File: config.mk
export PLATFORM = sky130hd
export DESIGN_NAME = memio_arbiter_flat
export DESIGN_NICKNAME = d
export VERILOG_FILES = /design/src/rtl/memio_arbiter_if.sv /design/src/rtl/memio_arbiter.sv /design/src/flat_wrapper.sv
export SDC_FILE = /design/constraint.sdc
export NUM_CORES = 1
export LEC_CHECK = 0
export ABC_AREA = 0
export CAP_MARGIN = 40
export CORE_MARGIN = 4
export CORE_UTILIZATION = 44
export CTS_CLUSTER_DIAMETER = 200
export DETAILED_ROUTE_END_ITERATION = 12
export GPL_ROUTABILITY_DRIVEN = 0
export PLACE_DENSITY = 0.85
export SETUP_SLACK_MARGIN = 0.02
export SYNTH_ARGS = -nofsm -noshare
export SYNTH_HDL_FRONTEND = slang
export SYNTH_SLANG_ARGS = --single-unit
File: constraint.sdc
create_clock -name clk -period 2.8 [get_ports clk]
set_input_delay 0.7 -clock clk [delete_from_list [all_inputs] [get_ports clk]]
set_output_delay 0.7 -clock clk [all_outputs]
set_load 0.02 [all_outputs]
File: src/rtl/memio_arbiter_if.sv
// memio bus bundle: CPU and DMA requester ports, shared memory port and owner.
// slave = arbiter side, master = requesters + memory side.
interface memio_arbiter_if #(
  parameter int AW = 12,
  parameter int DW = 16
);
  logic          cpu_req;
  logic          cpu_we;
  logic [AW-1:0] cpu_addr;
  logic [DW-1:0] cpu_wdata;
  logic          cpu_ack;
  logic [DW-1:0] cpu_rdata;

  logic          dma_req;
  logic          dma_we;
  logic [AW-1:0] dma_addr;
  logic [DW-1:0] dma_wdata;
  logic          dma_ack;
  logic [DW-1:0] dma_rdata;

  logic          mem_en;
  logic          mem_we;
  logic [AW-1:0] mem_addr;
  logic [DW-1:0] mem_wdata;
  logic [DW-1:0] mem_rdata;

  logic [1:0]    owner;

  modport slave (
    input  cpu_req, cpu_we, cpu_addr, cpu_wdata,
    input  dma_req, dma_we, dma_addr, dma_wdata,
    input  mem_rdata,
    output cpu_ack, cpu_rdata, dma_ack, dma_rdata,
    output mem_en, mem_we, mem_addr, mem_wdata,
    output owner
  );

  modport master (
    output cpu_req, cpu_we, cpu_addr, cpu_wdata,
    output dma_req, dma_we, dma_addr, dma_wdata,
    output mem_rdata,
    input  cpu_ack, cpu_rdata, dma_ack, dma_rdata,
    input  mem_en, mem_we, mem_addr, mem_wdata,
    input  owner
  );
endinterface

File: src/rtl/memio_arbiter.sv
// Two-requester memio arbiter: CPU has fixed priority, DMA is forced through
// after STARVE_LIM consecutive CPU wins. Each access runs IDLE -> ISSUE ->
// WAIT (MEM_LAT-1 cycles) -> DONE; at most one access is ever in flight.
// Every output comes straight from a flop.
module memio_arbiter #(
  parameter int AW         = 12,
  parameter int DW         = 16,
  parameter int MEM_LAT    = 1,
  parameter int STARVE_LIM = 3
) (
  input  logic           clk,
  input  logic           rst,
  memio_arbiter_if.slave bus
);

  typedef enum logic [1:0] {IDLE, ISSUE, WAIT, DONE} state_t;

  typedef struct packed {
    logic          we;
    logic [AW-1:0] addr;
    logic [DW-1:0] wdata;
  } req_t;

  localparam logic [1:0] OWN_NONE  = 2'b00;
  localparam logic [1:0] OWN_CPU   = 2'b01;
  localparam logic [1:0] OWN_DMA   = 2'b10;
  localparam logic [3:0] SLIM      = 4'(STARVE_LIM);
  // WAIT counts down to zero; loaded with MEM_LAT-2 so it spans MEM_LAT-1 cycles
  localparam logic [2:0] WAIT_INIT = 3'((MEM_LAT > 1) ? (MEM_LAT - 2) : 0);

  state_t        state, state_d;
  logic [3:0]    starve, starve_d;
  logic [2:0]    wcnt, wcnt_d;
  logic [1:0]    owner_q, owner_d;
  req_t          cpu_fld, dma_fld, win_q, win_d;
  logic          en_q, en_d;
  logic          we_q, we_d;
  logic          cack_q, cack_d;
  logic          dack_q, dack_d;
  logic [DW-1:0] crd_q, crd_d;
  logic [DW-1:0] drd_q, drd_d;
  logic          pick_dma;
  logic          cap;

  assign cpu_fld = {bus.cpu_we, bus.cpu_addr, bus.cpu_wdata};
  assign dma_fld = {bus.dma_we, bus.dma_addr, bus.dma_wdata};

  // next-state, arbitration and next values of every registered output
  always_comb begin
    state_d  = state;
    starve_d = starve;
    wcnt_d   = wcnt;
    owner_d  = owner_q;
    win_d    = win_q;
    en_d     = 1'b0;
    we_d     = 1'b0;
    cack_d   = 1'b0;
    dack_d   = 1'b0;
    crd_d    = crd_q;
    drd_d    = drd_q;
    pick_dma = 1'b0;
    cap      = 1'b0;
    case (state)
      IDLE: begin
        if (!bus.dma_req) starve_d = '0;
        if (bus.cpu_req || bus.dma_req) begin
          pick_dma = bus.dma_req && (!bus.cpu_req || (starve == SLIM));
          if (pick_dma) begin
            owner_d  = OWN_DMA;
            win_d    = dma_fld;
            starve_d = '0;
          end else begin
            owner_d = OWN_CPU;
            win_d   = cpu_fld;
            // count CPU wins that pushed a pending DMA aside
            if (bus.dma_req && (starve != SLIM)) starve_d = starve + 4'd1;
          end
          en_d    = 1'b1;
          we_d    = win_d.we;
          state_d = ISSUE;
        end
      end
      ISSUE: begin
        if (MEM_LAT == 1) begin
          cap = 1'b1;
        end else begin
          wcnt_d  = WAIT_INIT;
          state_d = WAIT;
        end
      end
      WAIT: begin
        if (wcnt == 3'd0) cap = 1'b1;
        else              wcnt_d = wcnt - 3'd1;
      end
      DONE: begin
        owner_d = OWN_NONE;
        state_d = IDLE;
      end
      default: state_d = IDLE;
    endcase
    // read data is valid at this edge: capture it and raise the winner's ack
    if (cap) begin
      state_d = DONE;
      if (owner_q == OWN_DMA) begin
        dack_d = 1'b1;
        drd_d  = bus.mem_rdata;
      end else begin
        cack_d = 1'b1;
        crd_d  = bus.mem_rdata;
      end
    end
  end

  // state and output registers, synchronous reset aborts any access
  always_ff @(posedge clk) begin
    if (rst) begin
      state   <= IDLE;
      starve  <= '0;
      wcnt    <= '0;
      owner_q <= OWN_NONE;
      win_q   <= '0;
      en_q    <= 1'b0;
      we_q    <= 1'b0;
      cack_q  <= 1'b0;
      dack_q  <= 1'b0;
      crd_q   <= '0;
      drd_q   <= '0;
    end else begin
      state   <= state_d;
      starve  <= starve_d;
      wcnt    <= wcnt_d;
      owner_q <= owner_d;
      win_q   <= win_d;
      en_q    <= en_d;
      we_q    <= we_d;
      cack_q  <= cack_d;
      dack_q  <= dack_d;
      crd_q   <= crd_d;
      drd_q   <= drd_d;
    end
  end

  assign bus.mem_en    = en_q;
  assign bus.mem_we    = we_q;
  assign bus.mem_addr  = win_q.addr;
  assign bus.mem_wdata = win_q.wdata;
  assign bus.cpu_ack   = cack_q;
  assign bus.cpu_rdata = crd_q;
  assign bus.dma_ack   = dack_q;
  assign bus.dma_rdata = drd_q;
  assign bus.owner     = owner_q;

endmodule
File: src/flat_wrapper.sv
// flat-port wrapper written by rule: the top's interface ports become plain ports
module memio_arbiter_flat 
#(
  parameter int AW         = 12,
  parameter int DW         = 16,
  parameter int MEM_LAT    = 1,
  parameter int STARVE_LIM = 3
)
  (clk, rst, bus_cpu_req, bus_cpu_we, bus_cpu_addr, bus_cpu_wdata, bus_dma_req, bus_dma_we, bus_dma_addr, bus_dma_wdata, bus_mem_rdata, bus_cpu_ack, bus_cpu_rdata, bus_dma_ack, bus_dma_rdata, bus_mem_en, bus_mem_we, bus_mem_addr, bus_mem_wdata, bus_owner);
  memio_arbiter_if #(.AW(AW), .DW(DW)) bus_i ();
  input  logic clk;
  input  logic rst;
  input wire logic [$bits(bus_i.cpu_req)-1:0] bus_cpu_req;
  input wire logic [$bits(bus_i.cpu_we)-1:0] bus_cpu_we;
  input wire logic [$bits(bus_i.cpu_addr)-1:0] bus_cpu_addr;
  input wire logic [$bits(bus_i.cpu_wdata)-1:0] bus_cpu_wdata;
  input wire logic [$bits(bus_i.dma_req)-1:0] bus_dma_req;
  input wire logic [$bits(bus_i.dma_we)-1:0] bus_dma_we;
  input wire logic [$bits(bus_i.dma_addr)-1:0] bus_dma_addr;
  input wire logic [$bits(bus_i.dma_wdata)-1:0] bus_dma_wdata;
  input wire logic [$bits(bus_i.mem_rdata)-1:0] bus_mem_rdata;
  output wire logic [$bits(bus_i.cpu_ack)-1:0] bus_cpu_ack;
  output wire logic [$bits(bus_i.cpu_rdata)-1:0] bus_cpu_rdata;
  output wire logic [$bits(bus_i.dma_ack)-1:0] bus_dma_ack;
  output wire logic [$bits(bus_i.dma_rdata)-1:0] bus_dma_rdata;
  output wire logic [$bits(bus_i.mem_en)-1:0] bus_mem_en;
  output wire logic [$bits(bus_i.mem_we)-1:0] bus_mem_we;
  output wire logic [$bits(bus_i.mem_addr)-1:0] bus_mem_addr;
  output wire logic [$bits(bus_i.mem_wdata)-1:0] bus_mem_wdata;
  output wire logic [$bits(bus_i.owner)-1:0] bus_owner;
  assign bus_i.cpu_req = bus_cpu_req;
  assign bus_i.cpu_we = bus_cpu_we;
  assign bus_i.cpu_addr = bus_cpu_addr;
  assign bus_i.cpu_wdata = bus_cpu_wdata;
  assign bus_i.dma_req = bus_dma_req;
  assign bus_i.dma_we = bus_dma_we;
  assign bus_i.dma_addr = bus_dma_addr;
  assign bus_i.dma_wdata = bus_dma_wdata;
  assign bus_i.mem_rdata = bus_mem_rdata;
  assign bus_cpu_ack = bus_i.cpu_ack;
  assign bus_cpu_rdata = bus_i.cpu_rdata;
  assign bus_dma_ack = bus_i.dma_ack;
  assign bus_dma_rdata = bus_i.dma_rdata;
  assign bus_mem_en = bus_i.mem_en;
  assign bus_mem_we = bus_i.mem_we;
  assign bus_mem_addr = bus_i.mem_addr;
  assign bus_mem_wdata = bus_i.mem_wdata;
  assign bus_owner = bus_i.owner;
  memio_arbiter #(.AW(AW), .DW(DW), .MEM_LAT(MEM_LAT), .STARVE_LIM(STARVE_LIM)) u_core (.clk(clk), .rst(rst), .bus(bus_i));
endmodule
* Yosys cells after proc, flatten, opt, wreduce, memory -nomap -nowiden
Cells that the tools add are included.
** Operators by class
- Add/subtract/negate cells :: 2
- Multipliers :: 0
- Divide/modulo/power cells :: 0
- $lt $le $gt $ge :: 0
- Equality and inequality tests :: 8
- Shifts and indexed selects :: 0
- Mux-type cells :: 16
- Bitwise logic cells :: 5
- Reduce and logical (&&, ||, !) cells :: 18
** Operators with widths (number)
- $mux 29 :: 1
- $mux 4 :: 4
- $reduce_and 2->1 :: 6
- $mux 2 :: 4
- $pmux 2 s2 :: 2
- $eq 2x2->1 const B :: 3
- $not 1->1 :: 5
- $add 4x1->4 const B :: 1
- $eq 4x2->1 const B :: 1
- $mux 1 :: 4
- $ne 4x2->1 const B :: 1
- $reduce_or 2->1 :: 2
- $logic_not 3->1 :: 1
- $ne 3x1->1 const B :: 1
- $reduce_bool 3->1 :: 1
- $reduce_or 3->1 :: 1
- $sub 3x1->3 const B :: 1
- $eq 2x1->1 const B :: 1
- $logic_and 1x1->1 :: 2
- $logic_not 2->1 :: 1
- $logic_or 1x1->1 :: 2
- $ne 2x1->1 const B :: 1
- $pmux 1 s2 :: 1
- $reduce_bool 2->1 :: 1
- $logic_not 1->1 :: 1
** Word-level totals
- Register bits after elaboration :: 75
- Bits in latches :: 0
- Bits in writable memories :: 0
- Bits in read-only memories :: 0
- Input bits :: 78
- Output and inout bits :: 66
- Word-level logic and storage cells :: 61
- Memories :: 0

* Logic depth before layout (Yosys ltp)
- Depth in word-level cells :: 6
- Mapped depth :: 8

* Worst setup path before layout
No wires, ideal clock.
- Path kind :: flip-flop to flip-flop
- From :: register u_core.state[0]
- To :: register u_core.crd_q[10] (netlist: u_core.bus.cpu_rdata[10])
- Setup time :: 128 ps
- Arrival time :: 1657 ps
- Data required time :: 2672 ps
- Path slack :: 1015 ps
- Stages on the path, launching flop included :: 8
- Buffers on the path :: 1
- Cells stage by stage :: dfxtp_1 -> inv_1 -> ha_1 -> and3b_1 -> o211ai_2 -> buf_6 -> mux2i_1 -> nor2_1
** On the way
- Cells in the longest elaborated chain, start to end :: 3
- Elaborated cells on any way between the ends :: 4
** RTL lines
- start, declared :: RTL line memio_arbiter.sv:31 : state_t state, state_d;
- start signal, assigned :: RTL line memio_arbiter.sv:129 : state <= state_d;
- $eq 2x2->1 or $eq 2x1->1 (tied branches) :: RTL line memio_arbiter.sv:63 : case (state)
- $pmux 1 s2 (*) :: RTL line memio_arbiter.sv:63
- $reduce_and 2->1 (no source line) (*)
- end signal, assigned :: RTL line memio_arbiter.sv:138 : crd_q <= crd_d;
- end, declared :: RTL line memio_arbiter.sv:40 : logic [DW-1:0] crd_q, crd_d;
Every way passes the cells marked *; elsewhere a longest branch is shown, timed or not.
A chain may end at the register's enable or synchronous reset.

* Final worst setup path
- From :: register u_core.owner_q[1] (netlist: u_core.bus.owner[1])
- To :: output bus_owner[1]
** RTL lines
- start, declared :: RTL line memio_arbiter.sv:34 : logic [1:0] owner_q, owner_d;
- start signal, assigned :: RTL line memio_arbiter.sv:132 : owner_q <= owner_d;
- end, declared :: RTL line flat_wrapper.sv:30 : output wire logic [$bits(bus_i.owner)-1:0] bus_owner;
No word-level cell between the ends.

==> results.cfg <==
[run_status]
outcome = complete, no violations

[placement]
portBuffers = 143
preCtsSetupSlack_ns = 0.522
hpwlAfterDp_um = 6510
post-place-cells = 569

[timing]
rsz0062_at_grt = no
setup-violations-final = 0
slew_headroom = 0.649
post-route-period-util = 0.731
setup_slack_ns = 0.754
fin_tns_setup_ns = 0
final-hold-violation-count = 0
final.setup_skew_ns = 0.00970
fmax_mhz = 489
holdWs_ns = 0.495
tightest_slew_ns = 0.527
final-max-slew-violation-count = 0
final.min_clock_period_ns = 2.05

[critical_path]
cp_num_buf_inv = 1
critPathLaunchType = flop
critPathMaxFanout = 4
end_kind = output port
cp_top_family = buffers and inverters
crit_type = flop to output port
critPathMaxStageDelay_ns = 0.62
cp_cell_sequence = clkdlybuf4s50_1
required_ns = 2.10
crit_slowest_cell = clkdlybuf4s50_1
cp.arrival_ns = 1.35

[global_route]
grt_pass1_wl_um = 14600
grtUsageTotal = 0.212
first_global_vias = 3106
antenna_found_initial = 0
overflow = 0
grt_max_degree = 34

[finish]
final_core_util = 0.706
multi_input_area_sq_um = 1490
nNetsFinal = 569
regArea_sq_um = 1500
final_cell_mix = 142 x clkdlybuf4s50_1, 75 x dfxtp_1, 70 x nor2_1
drive_gt1_frac = 0.0879
nFillCells = 519
area_growth_pct = 54.9
num_antenna_cells = 0
fin_cells = 585
final_common_cell = clkdlybuf4s50_1

[cts]
cts_resized = 0
htreeDepth = 3
root_buffer = clkbuf_8
clock_path_buffers = 2
holdBufCountCts = 0
clkSlewWorstSetupHoldPaths_ns = 0.08
clk_latency_ns = 0.34
cts_tree = done
cts.sinks = 75
cts-buffers-inserted = 9
post-cts-setup-buffers = 0

[floorplanning]
rows = 30
start_util = 0.456
die_y_um = 92.4
core_sq_um = 6870
die_w_um = 92.4
die_area_sq_um = 8530
io_pins = 144

[synthesis]
synth_cell_type_count = 30
synth_top_area_cell = dfxtp_1
avgSynthCellArea_sq_um = 9.10
synth_top_area_frac = 0.480
syn-num-nets = 429
synth_area_sq_um = 3130
synthCells = 344
synth-seq-cells = 75
ys_top_cells_by_area = dfxtp_1 48%, mux2i_1 11%, nor2_1 8.4%
ys_seq_area_frac = 0.480
yosys_warnings = 0

[power_and_ir_drop]
power.density_nw_per_um2 = 629
p_leak_nw = 2.08
ir_worst_vdd_v = 0.000552

[detailed_routing]
wl_per_cell_um = 15.4
via_per_inst = 5.14
drc_errors = 0
postRouteAntennaNets = 0
dr_total_vias = 3004
firstDrtPassIters = 4
finalWirelength_um = 8990
first_iter_violations = 82

[flow_run]
max_cap_violations = 0

[min_path]
hp-class = flop to flop
## metal layers
metal / share of wire / global-route usage / vias up
met4: 0.017 / 0.0780 / 0
li1: - / - / 1456
met2: 0.45 / 0.349 / 141
met5: 0 / 0 / -
met1: 0.43 / 0.249 / 1395
met3: 0.10 / 0.0812 / 12
## kinds of logic (layout without fill, tap and decap cells)
family | Yosys count | count (layout) | share of synthesized area
simple gates | 122 | 122 | 0.161
xor+xnor | 1 | 1 | 0.00280
fa+ha+maj | 7 | 7 | 0.0280
compound gates | 77 | 77 | 0.173
mux | 34 | 34 | 0.109
buf+inv | 28 | 173 | 0.0464
flops | 75 | 75 | 0.480
## cells in the mapped netlist, drive strengths merged
| cell type | number |
|---|---|
| a21o | 1 |
| and3 | 1 |
| nand3 | 4 |
| clkbuf | 12 |
| buf | 11 |
| dfxtp | 75 |
| ha | 7 |
| nor2 | 70 |
| mux2i | 34 |
| nor3 | 4 |
| nand2 | 33 |
| o211ai | 2 |
| o21ai | 4 |
| nor2b | 4 |
| or3b | 1 |
| nand3b | 1 |
| a311oi | 1 |
| nand2b | 3 |
| a21oi | 37 |
| and3b | 1 |
| xnor2 | 1 |
| a211oi | 29 |
| a21bo | 1 |
| a21boi | 1 |
| inv | 5 |
| a22oi | 1 |
## per-stage QoR
stage	area (sq um)	power [mW]
CTS	4850	3.08
global route	4850	3.21
detailed placement	4650	2.26
floorplan	3130	1.82
finish	4850	3.05
global placement	4650	2.24
## area by class of cell
| class | instances | area share |
|---|---|---|
| Clock buffer | 13 | 0.0369 |
| Tap cell | 96 | 0.0248 |
| Multi-Input combinational cell | 241 | 0.307 |
| Inverter | 5 | 0.00387 |
| Clock inverter | 3 | 0.00413 |
| Timing Repair Buffer | 152 | 0.313 |
| Sequential cell | 75 | 0.310 |
## sequential cells by signal, indices dropped and copies added, names as in the netlist, 2 cells and up
name                  cells
u_core.bus.mem_wdata     16
u_core.bus.cpu_rdata     16
u_core.starve             4
u_core.bus.owner          2
u_core.state              2
u_core.bus.dma_rdata     16
u_core.wcnt               3
u_core.bus.mem_addr      12
## path summary, 6_finish.rpt
path	slack, ns	startpoint	to	cells after the start
min	0.50	u_core.starve[1]	u_core.starve[1]	2
max reg2reg	0.87	u_core.starve[0]	u_core.bus.mem_addr[0]	6
min reg2reg	0.50	u_core.starve[1]	u_core.starve[1]	2
max	0.75	u_core.bus.owner[1]	bus_owner[1]	1
## power by group
group	internal (mW)	switching [mW]
sequential	1.19	0.0679
combinational	0.475	0.505
clock	0.418	0.395
total	2.08	0.968
(Power assumes the default switching activity.)
